`config.mk`:
```
export PLATFORM = sky130hd
export DESIGN_NAME = led_step_controller
export DESIGN_NICKNAME = d
export VERILOG_FILES = /design/src/rtl/led_step_controller.sv
export SDC_FILE = /design/constraint.sdc
export NUM_CORES = 1
export LEC_CHECK = 0
export CAP_MARGIN = 20
export CORE_ASPECT_RATIO = 0.5
export CORE_MARGIN = 2
export CORE_UTILIZATION = 46
export DETAILED_ROUTE_END_ITERATION = 8
export PLACE_DENSITY_LB_ADDON = 0.12
export SLEW_MARGIN = 25
export SYNTH_ARGS = -nofsm -noshare
export SYNTH_HDL_FRONTEND = slang
export SYNTH_SLANG_ARGS = --single-unit
export TNS_END_PERCENT = 30
```
`constraint.sdc`:
```
create_clock -name clk -period 5.6 [get_ports clk]
set_input_delay 0.84 -clock clk [delete_from_list [all_inputs] [get_ports clk]]
set_output_delay 0.84 -clock clk [all_outputs]
set_load 0.02 [all_outputs]
```
`src/rtl/led_step_controller.sv`:
```
// Step sequencer for the LED datapath: programmable prescaler producing step ticks,
// a WIDTH-bit pattern advanced per tick, and an IDLE/RUN/PAUSE run-state machine.
module led_step_controller #(
    parameter int INPUT_CLOCK    = 27000000,
    parameter int STEP_RATE      = 2,
    parameter int DEFAULT_PERIOD = INPUT_CLOCK / STEP_RATE,
    parameter int PERIOD_BITS    = 32,
    parameter int WIDTH          = 6,
    parameter int LED_ACTIVE_LOW = 1
) (
    input  logic                   clk,
    input  logic                   rst,
    input  logic                   cfg_valid,
    output logic                   cfg_ready,
    input  logic [PERIOD_BITS-1:0] cfg_period,
    input  logic [1:0]             cfg_mode,
    input  logic                   start,
    input  logic                   pause,
    input  logic                   stop,
    output logic                   step_tick,
    output logic                   busy,
    output logic [WIDTH-1:0]       pattern,
    output logic [WIDTH-1:0]       led
);

    typedef enum logic [1:0] {
        IDLE  = 2'd0,
        RUN   = 2'd1,
        PAUSE = 2'd2
    } state_t;

    localparam logic [PERIOD_BITS-1:0] P_ONE     = {{(PERIOD_BITS-1){1'b0}}, 1'b1};
    localparam logic [PERIOD_BITS-1:0] P_DEFAULT = PERIOD_BITS'(DEFAULT_PERIOD);
    localparam logic [WIDTH-1:0]       W_ONE     = {{(WIDTH-1){1'b0}}, 1'b1};
    localparam logic [WIDTH-1:0]       LED_RESET = (LED_ACTIVE_LOW != 0) ? {WIDTH{1'b1}} : {WIDTH{1'b0}};
    localparam logic                   DIR_LEFT  = 1'b0;
    localparam logic                   DIR_RIGHT = 1'b1;

    function automatic logic [WIDTH-1:0] init_pattern(input logic [1:0] m);
        case (m)
            2'b00:   return {WIDTH{1'b0}};
            2'b01:   return {WIDTH{1'b1}};
            default: return W_ONE;
        endcase
    endfunction

    function automatic logic [WIDTH-1:0] map_led(input logic [WIDTH-1:0] p);
        return (LED_ACTIVE_LOW != 0) ? ~p : p;
    endfunction

    state_t                   state;
    logic [PERIOD_BITS-1:0]   period;
    logic [PERIOD_BITS-1:0]   prescaler;
    logic [1:0]               mode;
    logic                     dir;

    logic [PERIOD_BITS-1:0]   eff_period;
    logic                     terminal;
    logic                     accept;
    logic [1:0]               mode_eff;
    logic [WIDTH-1:0]         next_pattern;
    logic                     next_dir;

    // Prescaler terminal detect and config handshake decode
    always_comb begin
        eff_period = (period == {PERIOD_BITS{1'b0}}) ? P_ONE : period;
        terminal   = (prescaler == (eff_period - P_ONE));
        accept     = cfg_valid && cfg_ready;
        mode_eff   = accept ? cfg_mode : mode;
    end

    // Next pattern for one step in the current mode
    always_comb begin
        next_pattern = pattern;
        next_dir     = dir;
        case (mode)
            2'b00: next_pattern = pattern + W_ONE;
            2'b01: next_pattern = pattern - W_ONE;
            2'b10: next_pattern = {pattern[WIDTH-2:0], pattern[WIDTH-1]};
            2'b11: begin
                if (dir == DIR_LEFT) begin
                    next_pattern = {pattern[WIDTH-2:0], 1'b0};
                    next_dir     = next_pattern[WIDTH-1] ? DIR_RIGHT : DIR_LEFT;
                end else begin
                    next_pattern = {1'b0, pattern[WIDTH-1:1]};
                    next_dir     = next_pattern[0] ? DIR_LEFT : DIR_RIGHT;
                end
            end
            default: next_pattern = pattern;
        endcase
    end

    // Run-state machine, prescaler, pattern and registered outputs
    always_ff @(posedge clk or posedge rst) begin
        if (rst) begin
            state     <= IDLE;
            period    <= P_DEFAULT;
            mode      <= 2'b00;
            prescaler <= {PERIOD_BITS{1'b0}};
            pattern   <= {WIDTH{1'b0}};
            dir       <= DIR_LEFT;
            step_tick <= 1'b0;
            busy      <= 1'b0;
            cfg_ready <= 1'b1;
            led       <= LED_RESET;
        end else begin
            step_tick <= 1'b0;
            if (accept) begin
                period    <= cfg_period;
                mode      <= cfg_mode;
                prescaler <= {PERIOD_BITS{1'b0}};
            end
            if (stop) begin
                state     <= IDLE;
                prescaler <= {PERIOD_BITS{1'b0}};
                pattern   <= init_pattern(mode_eff);
                led       <= map_led(init_pattern(mode_eff));
                dir       <= DIR_LEFT;
                busy      <= 1'b0;
                cfg_ready <= 1'b1;
            end else begin
                case (state)
                    IDLE: begin
                        if (!pause && start) begin
                            state     <= RUN;
                            prescaler <= {PERIOD_BITS{1'b0}};
                            pattern   <= init_pattern(mode_eff);
                            led       <= map_led(init_pattern(mode_eff));
                            dir       <= DIR_LEFT;
                            busy      <= 1'b1;
                            cfg_ready <= 1'b0;
                        end
                    end
                    RUN: begin
                        // Pause beats a coincident terminal count; count stays at eff_period-1
                        if (pause) begin
                            state     <= PAUSE;
                            cfg_ready <= 1'b1;
                        end else if (terminal) begin
                            prescaler <= {PERIOD_BITS{1'b0}};
                            step_tick <= 1'b1;
                            pattern   <= next_pattern;
                            led       <= map_led(next_pattern);
                            dir       <= next_dir;
                        end else begin
                            prescaler <= prescaler + P_ONE;
                        end
                    end
                    PAUSE: begin
                        if (!pause && start) begin
                            state     <= RUN;
                            cfg_ready <= 1'b0;
                        end
                    end
                    default: begin
                        state     <= IDLE;
                        busy      <= 1'b0;
                        cfg_ready <= 1'b1;
                    end
                endcase
            end
        end
    end

endmodule

```
==> impl_results.md, run 1 <==
- Area leader, netlist: dfrtp_1
- #FFs+latches synth: 84
- Die height: around 85 um
- Unrepaired setup endpoints after global routing: false
- Initial core utilization: 0.473
- Syn nets: 743
- Async SR Flop Fraction: 1.00
- Final WL: around 17,000 um
- Fin nets: ~770
- Max-cap violations: 0
- Outcome: complete, no violations
- GR met3 Demand/Resource: 0.0555
- PortBufs: between 50 and 60
- Worst min path class: register to register
- Total negative slack: 0 ns
- Largest cells by area after synthesis: dfrtp_1, dfstp_2, mux2_2
- Cell Int Power: between 1 and 1.5 mW
- Post-route setup slack: 0.984 ns
- Clk pin slew, worst setup/hold paths: around 0.070 ns
- Max Clock Freq: approximately 0.22 GHz
- Area of the multi-input gates: approximately 3600 um2
- GPL Wtd Cong: slightly above 0.9
- Cells after DPL: 876
- Worst Setup Start Kind: register
- Post-Layout Cell Count: roughly 900
- Tot Pwr: ~1.8 mW
- Kind of critical path: register to register
- Sw Pwr: between 0.6 and 0.7 mW
- Worst-Margin Slew: a little under 0.9 ns
- Rel. slew slack: 0.404
- # rows: 29
- Final number of hold-violating endpoints: 0
- Post-Syn Area: roughly 6000 um2
- Share of cells above drive strength 1: 0.143
- Vias in the first global route: approximately 5k
- Final-report setup violation count: 0
- Pre-CTS setup slack: between 1 and 1.5 ns
- Yosys warnings: 0
- Main synth FF type: dfrtp_1
- Power per cell area: approximately 270 nW/um2
- Wire per inst: ~19 um
- Tcrit/Tclk final: 0.824
- Worst Path Arrival: between 4 and 5 ns
- Layout area overhead: 14.7%
- Seq pwr share: 0.433
- Routed Antenna Nets: 0
- Fillers: 1,199
- Core area: between 10,000 and 15,000 um2
- Total GRT Usage: 0.243
- 1st-iter DRT viols: ~400
- Mapped Avg Cell Area: 8.69 um2
- Hold Buf Count CTS: 0
- GRT overflow: 0
- GR Layer Usage met1: 0.382
- Top Ports: between 50 and 60
- CTS resizes: 0
- Post-CTS Setup Inserts: 0
- First-pass DRT Iterations: 8
- Htree depth: 3
- Largest net degree at the start of global routing: 54
- GR Util met2: 0.342
- Crit. End Element: register
- Layout Skew: between 0.009 and 0.01 ns
- CTS tree: done
- Die X: roughly 170 um
- Switching Share: 0.337
- Post-synthesis cell type count: 68
- Ant diodes: 0
- Req. time, crit path: around 5.8 ns
- CTS buffer count: 9
- Via count: roughly 5.5k
- Clock period minus worst slack: 4.62 ns
- Drt drc: 0
- Sequential share of the synthesized area: 0.354
- CTS Sinks: 84
- Dpl hpwl: ~12,000 um
- Grt peak-use layer: met1
- Core Util, Final: 0.543
- CTS Root Buffer Type: clkbuf_16
- Synth top area share: 0.262
- Static leakage: approximately 2.6 nW
- Post-synth EDFFs: 0
- Cells after Synth: 692
- Worst vdd ir: around 0.00015 V
- Die Area: 14,100 um2
- Clock Path Buffers: 2
- Worst-path maximum fanout: 13
- Combinational power share: 0.263
- Clock share of power: 0.304
- Worst skew pair latency: between 0.3 and 0.4 ns
- First-pass GRT wire length: 27,300 um
- Antenna violations before repair: 0
- Reg area: around 2100 um2
- Pins Over Slew Limit: 0
- Vias/cell: around 6.2
stage by stage:
step / hold slack, ns / cell area [um2]
after floorplan: 0.483 / 6010
after global placement: 0.482 / 6630
after detailed placement: 0.480 / 6630
after CTS: 0.491 / 6890
after global routing: 0.524 / 6900
final: 0.486 / 6900
state kept, by name (all words and copies together), names as in the netlist:
signal / count
busy: 1
pattern: 6
cfg_ready: 1
prescaler: 32
led: 6
step_tick: 1
state: 2
period: 32
dir: 1
mode: 2
Yosys cell counts, types with 4 or more instances:
cell       n
and2_1    11
and3_1     8
buf_2      6
nor3_1    24
o211ai_1   6
nor2b_1   11
dfstp_2   21
xnor2_1   24
o22ai_1    9
o21ai_0   17
a211oi_1  12
inv_1     24
buf_1      7
nand3_1   35
or4_1     10
nand3b_1   9
ha_1      10
mux2_2    35
a31o_2     4
xor2_1    18
nand2b_1   9
nand4_1   18
nor3b_1    4
o21ai_1    4
mux2i_1    4
or3_1      5
clkbuf_1  33
nor2_1    50
a21oi_1   33
dfrtp_1   63
a31oi_1   36
or2_2      6
nor4_1    15
nand2_1   54
and4_1     7
cell usage in the layout (no fill, tap or decap), types with 4 or more instances in the layout:
cell | synthesis | routed
a211oi_1 | 12 | 12
a21oi_1 | 33 | 33
a31o_2 | 4 | 4
a31oi_1 | 36 | 36
and2_1 | 11 | 11
and3_1 | 8 | 8
and4_1 | 7 | 7
buf_4 | 0 | 8
clkbuf_16 | 0 | 9
clkdlybuf4s50_1 | 0 | 54
dfrtp_1 | 63 | 63
dfstp_2 | 21 | 21
ha_1 | 10 | 10
inv_1 | 24 | 23
mux2_2 | 35 | 35
mux2i_1 | 4 | 4
nand2_1 | 54 | 54
nand2b_1 | 9 | 9
nand3_1 | 35 | 35
nand3b_1 | 9 | 9
nand4_1 | 18 | 18
nor2_1 | 50 | 50
nor2b_1 | 11 | 10
nor3_1 | 24 | 24
nor3b_1 | 4 | 4
nor4_1 | 15 | 15
o211ai_1 | 6 | 6
o21ai_0 | 17 | 17
o21ai_1 | 4 | 4
o22ai_1 | 9 | 9
or2_2 | 6 | 6
or3_1 | 5 | 5
or4_1 | 10 | 10
xnor2_1 | 24 | 24
xor2_1 | 18 | 18
worst max-delay path: stages, from the launching register on:
cell and delay, ns:
dfstp_2 0.63, nor4_1 0.11, and4_1 0.34, a31oi_1 0.25, ha_1 0.25, or3b_2 0.49, nor4_1 0.62, nand2_1 0.14
xor2_1 0.17, o21ai_0 0.19, nand4_1 0.26, nor4_4 0.37, or2_2 0.35, mux2_1 0.34
metal layers:
metal  vias up  routed length, um
met5         -                  0
met4         0                168
met3        16               1020
met2       177               6800
met1      2700               8810
li1       2613                  -
path summary, 6_finish.rpt:
kind                           start  cells after the start  slack (ns)          to
hold reg to reg               led[5]                      2        0.49      led[5]
max in group asynchronous        rst                      3        3.68  period[18]
setup / recovery           period[6]                     13        0.98  pattern[0]
hold / removal                led[5]                      2        0.49      led[5]
setup reg to reg           period[6]                     13        0.98  pattern[0]
min in group asynchronous        rst                      2        0.95    state[1]
cell type report:
cell class              instances  area share
well taps                     170      0.0308
clock inverters                 6     0.00581
repair buffers                 62      0.0871
inverters                      24      0.0134
multi-input cells             536       0.521
clock buffers                  10      0.0332
flip-flops and latches         84       0.309
power by group through the flow:
stage               combinational, mW  sequential [mW]  clock (mW)
finish                          0.482            0.794       0.558
CTS                             0.483            0.792       0.569
global route                    0.532            0.807       0.599
global placement                0.477            0.801           0
floorplan                       0.334            0.778           0
detailed placement              0.479            0.801           0
cell families (layout without fill, tap and decap cells):
group                    count (synthesis)  after routing  share of synthesized area
XOR/XNOR                                42             42                     0.0612
AND/OR/NAND/NOR                        290            290                      0.266
buffers and inverters                   72            102                     0.0487
multiplexers                            40             40                     0.0741
adder cells (fa/ha/maj)                 11             11                     0.0241
AO/OA/AOI/OAI                          153            153                      0.172
flip-flops                              84             84                      0.354
No activity file was read; power rests on OpenSTA's default activity.
==> run 2: changes to the inputs <==
==> constraint.sdc (replaced) <==
create_clock -name clk -period 3.9 [get_ports clk]
set_input_delay 0.585 -clock clk [delete_from_list [all_inputs] [get_ports clk]]
set_output_delay 0.585 -clock clk [all_outputs]
set_load 0.02 [all_outputs]
==> impl_results.md, run 2 (synthesized netlist as in run 1, its figures left out) <==
- Pins Over Slew Limit: 0 (unchanged)
- Vias in the first global route: 5,279 (+4.6%)
- Initial core utilization: 0.473 (unchanged)
- Worst-path maximum fanout: 9 (-4)
- GR met3 Demand/Resource: 0.0555 (unchanged)
- # rows: 29 (unchanged)
- Die height: 84.8 um (unchanged)
- Commonest non-fill, non-tap cells in the layout: dfrtp_1, clkdlybuf4s50_1, nand2_1
- CTS Sinks: 84 (unchanged)
- Worst hold margin: 0.489 ns (+0.00270 ns)
- Power per cell area: 383 nW/um2 (+44%)
- Slowest CP cell: or4_1
- Slowest stage delay, CP: 0.58 ns (-0.05 ns)
- Final Cell Area: 7470 um2 (+8.3%)
- Share of cells above drive strength 1: 0.219 (+0.0761)
- Vias/cell: 6.04 (-2.2%)
- Worst skew pair latency: 0.35 ns (about the same)
- Core Util, Final: 0.588 (+0.0449)
- Fillers: 1,149 (-4.2%)
- Layout area overhead: 24.2%
- GR Layer Usage met1: 0.371 (-0.0115)
- Ant diodes: 0 (unchanged)
- Dpl hpwl: 12,400 um (+3.1%)
- Max-cap violations: 0 (unchanged)
- Grt peak-use layer: met2
- Final-report setup violation count: 0 (unchanged)
- Routed Antenna Nets: 0 (unchanged)
- Core area: 12,700 um2 (unchanged)
- 1st-iter DRT viols: 452 (+15%)
- Clock Path Buffers: 2 (unchanged)
- Largest net degree at the start of global routing: 85 (+57%)
- Top Ports: 55 (unchanged)
- Layout Skew: 0.00737 ns (-0.00173 ns)
- Cells after DPL: 918 (+4.8%)
- GR Util met2: 0.381 (+0.0389)
- Most common cell after layout, fill and taps aside: dfrtp_1
- Clock period minus worst slack: 3.81 ns (-0.805 ns)
- Static leakage: 2.88 nW (+10%)
- Wire per inst: 18.6 um (-1.5%)
- Die Area: 14,100 um2 (unchanged)
- CTS tree: done
- CTS buffer count: 9 (unchanged)
- First-pass DRT Iterations: 5 (-3)
- Drt drc: 0 (unchanged)
- Worst-Margin Slew: 0.831 ns (-0.0631 ns)
- Worst Path Arrival: 4.01 ns (-0.84 ns)
- Crit. End Element: register
- Clk pin slew, worst setup/hold paths: 0.06 ns (about the same)
- Post-Layout Cell Count: 938 (+5.2%)
- Outcome: complete, no violations
- GPL Wtd Cong: 0.873 (-4.2%)
- Htree depth: 3 (unchanged)
- GRT overflow: 0 (unchanged)
- Worst min path class: register to register
- Cell Area, Placed: 6970 um2 (+5.3%)
- Critical-path cell list: or4_1 > nor2_4 > a31oi_4 > ha_4 > or3b_4 > nor4_2 > buf_4 > a211oi_2 > a211oi_2 > nor3_1 > nand4_1 > o31a_1 > buf_4 > buf_6 > nand3b_1 > a31oi_1
- Final WL: 17,400 um (+3.6%)
- Req. time, crit path: 4.10 ns (-1.73 ns)
- Hold Buf Count CTS: 0 (unchanged)
- Via count: 5,665 (+2.9%)
- PortBufs: 54 (unchanged)
- Final number of hold-violating endpoints: 0 (unchanged)
- First-pass GRT wire length: 28,100 um (+3.0%)
- Die X: 166 um (unchanged)
- Kind of critical path: register to register
- Max Clock Freq: 0.262 GHz (+21%)
- Antenna violations before repair: 0 (unchanged)
- Tcrit/Tclk final: 0.977 (+0.153)
- Largest regs: period (32), prescaler (32)
- Fin nets: 814 (+6.0%)
- Worst vdd ir: 0.000287 V (+95%)
- CTS Root Buffer Type: clkbuf_16
- Rel. slew slack: 0.445 (+0.0409)
- Total GRT Usage: 0.252 (+0.00860)
- Worst Setup Start Kind: register
## run 2: routing by layer
metal | routed length [um] | vias to the layer above
met5 | 0 | -
met4 | 189 | 0
met3 | 1120 | 21
met2 | 7450 | 186
met1 | 8650 | 2758
li1 | - | 2700
## run 2: per-stage QoR
stage	total power, mW	TNS [ns]	setup slack (ns)
floorplan	1.60	0	0.0700
global placement	1.91	0	0.0788
detailed placement	1.92	0	0.0187
CTS	2.84	0	0.0155
global route	3.02	-0.0675	-0.0146
finish	2.86	0	0.0884
## run 2: cell type report
class / count / area (um2) / area share
clock buffer: 12 / 256 / 0.0344
clock inverter: 4 / 56.3 / 0.00754
inverter: 24 / 91.3 / 0.0122
multi-input combinational: 536 / 3730 / 0.499
sequential: 84 / 2130 / 0.285
tap: 170 / 213 / 0.0285
timing repair buffer: 108 / 992 / 0.133
## run 2: critical path, delay by kind of cell (launching register included)
kind,cells,cell delay [ns]
AND/OR/NAND/NOR,7,1.59
adder cells (fa/ha/maj),1,0.19
flip-flops,1,0.44
buffers and inverters,3,0.46
AO/OA/AOI/OAI,5,0.98
## run 2: final timing paths
kind	startpoint	to	slack [ns]	depth (start not counted)
worst max-delay path	period[25]	prescaler[16]	0.09	16
worst min-delay path	led[5]	led[5]	0.49	2
worst max register to register	period[25]	prescaler[16]	0.09	16
worst min register to register	led[5]	led[5]	0.49	2
max in group asynchronous	rst	period[15]	2.84	3
min in group asynchronous	rst	state[0]	0.63	3
## run 2: report_power, final
part | total, mW | internal (mW) | switching [mW]
sequential | 1.08 | 0.984 | 0.0963
combinational | 0.871 | 0.407 | 0.464
clock | 0.905 | 0.536 | 0.368
## run 2: what timing repair did
| item | CTS | global route |
|---|---|---|
| hold endpoints to repair | 0 | 0 |
| buffers inserted | 0 | 2 |
| endpoints found under the setup margin | 4 | 45 |
| pin swaps | 1 | 9 |
| cloned | 0 | 2 |
| resized for setup | 1 | 24 |
==> run 3: changes to the inputs <==
--- a/config.mk
+++ b/config.mk
@@ -8,8 +8,9 @@
 export CAP_MARGIN = 20
 export CORE_ASPECT_RATIO = 0.5
 export CORE_MARGIN = 2
-export CORE_UTILIZATION = 46
+export CORE_UTILIZATION = 40
 export DETAILED_ROUTE_END_ITERATION = 8
+export DONT_BUFFER_PORTS = 1
 export PLACE_DENSITY_LB_ADDON = 0.12
 export SLEW_MARGIN = 25
 export SYNTH_ARGS = -nofsm -noshare
==> impl_results.md, run 3 (synthesized netlist as in run 1, its figures left out) <==
- Largest regs: period (32), prescaler (32)
- Top Ports: 55 (unchanged)
- GPL Wtd Cong: 0.875 (+0.23%)
- Max-cap violations: 0 (unchanged)
- PortBufs: 0 (-100%)
- Worst skew pair latency: 0.35 ns (about the same)
- Rel. slew slack: 0.422 (-0.0224)
- Critical-path cell list: or4_4 > nor3_4 > a31oi_4 > ha_2 > or3b_4 > nor4_4 > buf_4 > a211oi_1 > a211oi_2 > nor3_1 > nand4_1 > buf_4 > nor4_4 > buf_4 > nand2_1 > o221a_1
- Clock Path Buffers: 2 (unchanged)
- Clock period minus worst slack: 3.73 ns (-0.0794 ns)
- CTS buffer count: 9 (unchanged)
- Max Clock Freq: 0.268 GHz (+2.1%)
- Crit path buf inv count: 3 (unchanged)
- Fin nets: 764 (-6.1%)
- Largest net degree at the start of global routing: 48 (-44%)
- CTS Root Buffer Type: clkbuf_16
- Die X: 177 um (+7.1%)
- CTS Sinks: 84 (unchanged)
- Die height: 90.7 um (+6.9%)
- First-pass GRT wire length: 28,300 um (+0.74%)
- Vias/cell: 6.01 (-0.44%)
- Req. time, crit path: 4.14 ns (+0.04 ns)
- Fillers: 1,415 (+23%)
- # rows: 31 (+6.9%)
- Vias in the first global route: 5,102 (-3.4%)
- Post-route setup slack: 0.168 ns (+0.0794 ns)
- Total GRT Usage: 0.225 (-0.0268)
- Worst-path maximum fanout: 5 (-4)
- Final number of hold-violating endpoints: 0 (unchanged)
- Tcrit/Tclk final: 0.957 (-0.0204)
- Share of cells above drive strength 1: 0.234 (+0.0152)
- CTS tree: done
- Crit. End Element: register
- Htree depth: 3 (unchanged)
- Worst vdd ir: 0.000214 V (-26%)
- Ant diodes: 0 (unchanged)
- Commonest non-fill, non-tap cells in the layout: dfrtp_1, buf_4, nand2_1
- Worst Setup Start Kind: register
- Worst Path Arrival: 3.97 ns (-0.04 ns)
- Routed Antenna Nets: 0 (unchanged)
- Via count: 5,508 (-2.8%)
- Slowest stage delay, CP: 0.57 ns (about the same)
- First-pass DRT Iterations: 5 (unchanged)
- Slowest CP cell: or4_4
- Kind of critical path: register to register
- Wire per inst: 19.4 um (+4.7%)
- Die Area: 16,100 um2 (+14%)
- Worst min path class: primary input to asynchronous set/reset pin
- CP dominant cell by count: buf_4
- Final WL: 17,800 um (+2.2%)
- Worst-Margin Slew: 0.865 ns (+0.0337 ns)
- Static leakage: 2.68 nW (-7.0%)
- GRT overflow: 0 (unchanged)
- Clk pin slew, worst setup/hold paths: 0.07 ns (about the same)
- Cells after DPL: 899 (-2.1%)
- Antenna violations before repair: 0 (unchanged)
- Most common cell after layout, fill and taps aside: dfrtp_1
- Post-Layout Cell Count: 916 (-2.3%)
- Top delay family on crit path: simple AND/OR/NAND/NOR gates
- Final-report setup violation count: 0 (unchanged)
- Power per cell area: 399 nW/um2 (+4.4%)
- Layout Skew: 0.00782 ns (+0.000449 ns)
- Pins Over Slew Limit: 0 (unchanged)
- Initial core utilization: 0.412 (-0.0612)
- Drt drc: 0 (unchanged)
- Layout area overhead: 15.4%
- Pre-CTS setup slack: -0.0427 ns (-0.0614 ns)
- Outcome: complete, no violations
- Dpl hpwl: 13,100 um (+6.2%)
- 1st-iter DRT viols: 398 (-12%)
- Core area: 14,600 um2 (+15%)
## run 3: cell count changes in the layout (fill, tap and decap cells not counted), sizes merged
cell	before	now
clkdlybuf4s50	54	0
clkbuf	13	11
buf	53	58
inv	24	23
clkinv	3	4
clkinvlp	0	1
## run 3: timing repair
item	in CTS	in global routing
gates resized for setup	2	18
pin swaps	2	10
hold buffers	0	0
setup endpoints to repair	26	46
setup buffers	1	0
## run 3: cell type report
| cell class | instances | area (um2) | area share |
|---|---|---|---|
| Clock buffer | 11 | 253 | 0.0364 |
| Clock inverter | 5 | 60.1 | 0.00866 |
| Inverter | 24 | 91.3 | 0.0132 |
| Multi-Input combinational cell | 536 | 3710 | 0.535 |
| Sequential cell | 84 | 2130 | 0.307 |
| Tap cell | 198 | 248 | 0.0357 |
| Timing Repair Buffer | 58 | 448 | 0.0646 |
## run 3: power breakdown
group | internal (mW) | switching [mW]
sequential | 0.984 | 0.132
clock | 0.533 | 0.385
combinational | 0.325 | 0.411
total | 1.84 | 0.927
## run 3: worst reg2reg max path, cell delays in order, from the launching register on
cell	delay, ns
dfrtp_1	0.37
or4_4	0.57
nor3_4	0.24
a31oi_4	0.12
ha_2	0.22
or3b_4	0.27
nor4_4	0.06
buf_4	0.14
a211oi_1	0.27
a211oi_2	0.09
nor3_1	0.20
nand4_1	0.20
buf_4	0.20
nor4_4	0.14
buf_4	0.19
nand2_1	0.11
o221a_1	0.24
## run 3: per-layer routing
| layer | wire length [um] | track usage | vias to the layer above |
|---|---|---|---|
| met3 | 1370 | 0.0619 | 16 |
| li1 | - | - | 2598 |
| met2 | 7310 | 0.314 | 172 |
| met1 | 8960 | 0.342 | 2722 |
| met5 | 0 | 0 | - |
| met4 | 153 | 0.0458 | 0 |
## run 3: through the flow
stage	instance area, um2	utilization	hold slack [ns]	setup TNS (ns)	power (mW)
final	6940	0.476	0.0783	0	2.77
after detailed placement	6510	0.446	0.464	-0.260	1.84
after global placement	6510	0.446	0.456	-0.793	1.83
after floorplan	6020	-	0.483	0	1.60
after global routing	6940	0.476	0.0851	-0.00656	2.91
after CTS	6840	0.469	0.0845	0	2.76
## run 3: path summary, 6_finish.rpt
check	from	to	slack (ns)	cells after the start
setup / recovery	period[1]	pattern[4]	0.17	16
hold reg to reg	led[5]	led[5]	0.54	2
min in group clk	stop	state[0]	0.29	1
max in group asynchronous	rst	period[22]	2.99	2
hold / removal	rst	pattern[3]	0.08	1
setup reg to reg	period[1]	pattern[4]	0.17	16
